==> src/rtl/regfile_ctx_switch_ctrl.sv <==
// Context-switch sequencer: saves outgoing registers to memory, then
// reloads the incoming context through the register file spare port.
module regfile_ctx_switch_ctrl #(
  parameter int FIRST_REG  = 1,
  parameter int LAST_REG   = 31,
  parameter int WORD_BYTES = 4
) (
  input  logic        CLK,
  input  logic        RESET,
  input  logic        SWITCH_REQ,
  input  logic        RESTORE_ONLY,
  input  logic [31:0] SAVE_BASE,
  input  logic [31:0] RESTORE_BASE,
  output logic        BUSY,
  output logic        STALL,
  output logic        DONE,
  output logic [4:0]  RF_RADDR,
  input  logic [31:0] RF_RDATA,
  output logic [4:0]  RF_WADDR,
  output logic [31:0] RF_WDATA,
  output logic        RF_WRITE,
  output logic [31:0] MEM_ADDR,
  output logic [31:0] MEM_WDATA,
  output logic        MEM_WRITE,
  output logic        MEM_READ,
  input  logic [31:0] MEM_RDATA,
  input  logic        MEM_BUSYWAIT
);

  typedef enum logic [2:0] {
    IDLE,
    SAVE_RD,
    SAVE_WR,
    RST_RD,
    RST_WR,
    FINISH
  } state_t;

  localparam logic [4:0] FIRST = 5'(FIRST_REG);
  localparam logic [4:0] LAST  = 5'(LAST_REG);

  state_t      state;
  state_t      nxt;
  logic [4:0]  idx;
  logic [31:0] save_base;
  logic [31:0] rest_base;
  logic [31:0] data_q;
  logic        last;
  logic [31:0] offs;

  assign last = (idx == LAST);
  assign offs = 32'(idx) * 32'(WORD_BYTES);

  always_ff @(posedge CLK or posedge RESET) begin
    if (RESET) state <= IDLE;
    else       state <= nxt;
  end

  always_comb begin
    nxt = state;
    unique case (state)
      IDLE:    if (SWITCH_REQ) nxt = RESTORE_ONLY ? RST_RD : SAVE_RD;
      SAVE_RD: nxt = SAVE_WR;
      SAVE_WR: if (!MEM_BUSYWAIT) nxt = last ? RST_RD : SAVE_RD;
      RST_RD:  if (!MEM_BUSYWAIT) nxt = RST_WR;
      RST_WR:  nxt = last ? FINISH : RST_RD;
      FINISH:  nxt = IDLE;
      default: nxt = IDLE;
    endcase
  end

  // Bases are latched once so software may reuse the inputs mid-switch.
  always_ff @(posedge CLK or posedge RESET) begin
    if (RESET) begin
      idx       <= FIRST;
      save_base <= '0;
      rest_base <= '0;
      data_q    <= '0;
    end else begin
      unique case (state)
        IDLE: begin
          if (SWITCH_REQ) begin
            idx       <= FIRST;
            save_base <= SAVE_BASE;
            rest_base <= RESTORE_BASE;
          end
        end
        SAVE_RD: data_q <= RF_RDATA;
        SAVE_WR: begin
          if (!MEM_BUSYWAIT) idx <= last ? FIRST : idx + 5'd1;
        end
        RST_RD: begin
          if (!MEM_BUSYWAIT) data_q <= MEM_RDATA;
        end
        RST_WR: begin
          if (!last) idx <= idx + 5'd1;
        end
        default: ;
      endcase
    end
  end

  assign BUSY  = (state != IDLE);
  assign STALL = (state != IDLE);

  always_comb begin
    DONE      = 1'b0;
    RF_RADDR  = '0;
    RF_WADDR  = '0;
    RF_WDATA  = '0;
    RF_WRITE  = 1'b0;
    MEM_ADDR  = '0;
    MEM_WDATA = '0;
    MEM_WRITE = 1'b0;
    MEM_READ  = 1'b0;
    unique case (state)
      SAVE_RD: RF_RADDR = idx;
      SAVE_WR: begin
        MEM_WRITE = 1'b1;
        MEM_ADDR  = save_base + offs;
        MEM_WDATA = data_q;
      end
      RST_RD: begin
        MEM_READ = 1'b1;
        MEM_ADDR = rest_base + offs;
      end
      RST_WR: begin
        RF_WRITE = 1'b1;
        RF_WADDR = idx;
        RF_WDATA = data_q;
      end
      FINISH:  DONE = 1'b1;
      default: ;
    endcase
  end

endmodule

==> config.mk <==
export PLATFORM = sky130hd
export DESIGN_NAME = regfile_ctx_switch_ctrl
export DESIGN_NICKNAME = d
export VERILOG_FILES = /design/src/rtl/regfile_ctx_switch_ctrl.sv
export SDC_FILE = /design/constraint.sdc
export NUM_CORES = 1
export LEC_CHECK = 0
export ABC_AREA = 1
export BUFFER_PORTS_ARGS = -buffer_cell sky130_fd_sc_hd__buf_4
export CELL_PAD_IN_SITES_DETAIL_PLACEMENT = 0
export CELL_PAD_IN_SITES_GLOBAL_PLACEMENT = 1
export CORE_MARGIN = 2
export CORE_UTILIZATION = 31
export DETAILED_ROUTE_END_ITERATION = 8
export PLACE_DENSITY = 0.78
export SLEW_MARGIN = 15
export SYNTH_ARGS = -nofsm -noshare
export SYNTH_HDL_FRONTEND = slang
export SYNTH_SLANG_ARGS = --single-unit
==> constraint.sdc <==
create_clock -name CLK -period 2.8 [get_ports CLK]
set_input_delay 0.14 -clock CLK [delete_from_list [all_inputs] [get_ports CLK]]
set_output_delay 0.14 -clock CLK [all_outputs]
set_load 0.01 [all_outputs]
==> impl_metrics.yaml <==
drt:
  ant_nets: 0
  avgViaCountPerCell: 4.67
  drc: 0
  dr.pass1.iters: 5
  wire_per_inst_um: 15.0
  drtIter0Drc: 276
  routed_wl_um: 22200
  dr_total_vias: 6922
synthesis:
  synth_top_flop_cell: "dfrtp_1"
  syn_nets: 1093
  ys_seq_area_share_pct: 39.6
  yosysWarnings: 0
  synthArstFlopShare_pct: 100
  synth_edf_count: 0
  netlist_instances: 950
  synth-seq-cells: 104
  ys_types: 39
  netlist_area_mm2: 0.00658
  avgSynthCellArea_um2: 6.93
setup_path:
  path_class: "reg2out"
  worstPathRequired_ps: 2660
  worst_setup_path_start_kind: "flop"
  cp_slowest_stage_delay_ps: 440
  path_cells: "inv_2, nand3_4, nand2_1, nand2_2, ha_4, nand2_1, nor2_1, nand2_1, nand3_4, nand3_4, nor2_4, o21ai_0, a21oi_1, buf_4"
  cp_top_family: "simple AND/OR/NAND/NOR gates"
  crit_buf_inv: 2
  cp_slowest_cell: "dfrtp_2"
  worstSetupEndpointType: "primary output"
  path_max_fanout: 7
  worst-endpoint-arrival_ps: 2710
sta:
  final-hold-violation-count: 0
  worst_pin_slew_ps: 934
  setup_viol: 3
  maxSlewViolCount: 0
  fin_crit_ps: 2850
  fmax_ghz: 0.351
  rsz0062_at_grt: "true"
  fin_worst_skew_ps: 4.11
  min_period_over_period_pct: 102
  layout_setup_ws_ps: -46.4
  slew_headroom_pct: 37.5
cts:
  h-tree-depth: 3
  clock_sinks: 104
  insertion_delay_ps: 360
  root_buffer: "clkbuf_16"
  clk_pin_slew_ps: 80
  cts_max_path_buffers: 2
  cts_tree: "yes"
  cts_inserted_buffers: 9
floorplanning:
  core_mm2: 0.0210
  dieArea_mm2: 0.0224
  initial_core_util_pct: 31.4
  die_h_um: 150
  fp.dieW_um: 150
  num_rows: 53
  ios: 245
layout:
  multi_input_area_mm2: 0.00378
  fillers: 2181
  final_net_count: 1344
  final_cells: 1481
  area_growth_pct: 47.7
  regArea_mm2: 0.00261
  final_area_mm2: 0.00972
  drive_gt1_share_pct: 36.8
  diodes: 0
outcome:
  outcome: "finished with violations"
  failed_checks: "negative setup slack"
global_route:
  grt_use_met3_pct: 4.33
  grt_util_met1_pct: 24.8
  antenna_found_initial: 0
  grt_max_degree: 57
  grtUsageTotal_pct: 19.7
  first_global_vias: 6528
  busiest_layer: "met2"
  overflow: 0
  met2_usage_pct: 34.3
  grt_pass1_wl_um: 34400
pwr:
  p_per_area_mw_per_mm2: 1160
  power_mw: 11.3
  ir_worst_vdd_mv: 0.497
  p_leak_nw: 5.01
placement:
  hpwl_um: 17000
  portBuffers: 244
  place_area_mm2: 0.00869
  place_ws_ps: 121
  dp_cells: 1442
  place.gp.congestion: 0.888
worst_hold_path:
  min_path_type: "in2reg"
run:
  maxCapViolCount: 0
[logic make-up after synthesis]
| kind of cell | Yosys count | synth area share, % |
|---|---|---|
| AOI/OAI and AO/OA | 110 | 9.37 |
| adders and majority gates | 10 | 2.02 |
| buffers and inverters | 152 | 9.77 |
| DFF | 104 | 39.6 |
| muxes | 35 | 5.97 |
| and+or+nand+nor | 539 | 33.3 |
[flip-flops by register name, indices dropped and copies added (netlist names)]
name       flops
rest_base     32
idx            5
state          3
data_q        32
save_base     32
[path summary, 6_finish.rpt]
check / from / end / slack [ps] / depth (start not counted)
setup reg to reg: state[2] / data_q[9] / 440 / 8
min in group asynchronous: RESET / save_base[3] / 460 / 3
max in group asynchronous: RESET / rest_base[25] / 1610 / 4
hold / removal: SAVE_BASE[30] / save_base[30] / 10 / 2
hold reg to reg: save_base[1] / save_base[1] / 510 / 1
setup / recovery: state[2] / MEM_ADDR[15] / -50 / 14
[through the flow]
stage / util, % / hold WS, ps / TNS (ps)
after floorplan: - / 269 / 0
after global placement: 41.5 / 303 / 0
after detailed placement: 41.5 / 305 / 0
after CTS: 44.3 / 0.405 / -158
after global routing: 46.4 / 2.18 / -2470
final: 46.4 / 14.7 / -47.9
[area by class of cell]
type	count	share of cell area, %
multi-input cells	694	38.9
inverters	107	4.25
flip-flops and latches	104	26.8
well taps	275	3.54
clock buffers	9	2.32
clock inverters	7	0.875
repair buffers	285	23.3
[what timing repair did]
| item | CTS | global route |
|---|---|---|
| pin swaps | 3 | 27 |
| hold endpoints to repair | 35 | 0 |
| setup endpoints to repair | 23 | 24 |
| buffers inserted | 7 | 8 |
| hold buffers | 8 | 0 |
| resized for setup | 31 | 90 |
[cell usage in the layout, fill, tap and decap left out, drive strengths merged, types with 9 or more instances in the layout]
master and instances:
nand4 11, dfrtp 103, a31oi 32, nor2 220
buf 277, inv 109, clkbuf 9, nand3 22
ha 9, mux2 34, a21oi 50, o21ai 21
nand2 271
[power breakdown]
| part | internal (mW) | switching (mW) |
|---|---|---|
| clock | 0.714 | 0.624 |
| combinational | 2.93 | 4.40 |
| sequential | 2.25 | 0.405 |
| total | 5.90 | 5.42 |
[worst reg2reg max path, stage by stage, from the launching register on]
cell     delay (ps)
dfrtp_2         440
inv_2            90
nand3_4         140
buf_12          160
buf_16          160
o21ai_4         750
buf_4           340
nor2_1           60
a31oi_1         150
[cells in the mapped netlist, drive strengths merged, types with 2 or more instances]
cell type,count,area (um2)
nand2,271,1050
nor2,220,863
inv,106,398
dfrtp,103,2580
a21oi,50,250
buf,38,215
mux2,34,383
a31oi,32,200
nand3,22,120
o21ai,21,109
nand4,11,68.8
ha,9,113
nor3,8,45.0
clkbuf,7,26.3
nor3b,3,22.5
a22o,2,17.5
and2,2,12.5
[layer usage]
metal | wire [um] | up-vias
li1 | - | 3491
met1 | 9390 | 3195
met2 | 11100 | 216
met3 | 1480 | 20
met4 | 289 | 0
met5 | 0 | -
Note: power is estimated with default switching activity, not from simulation.
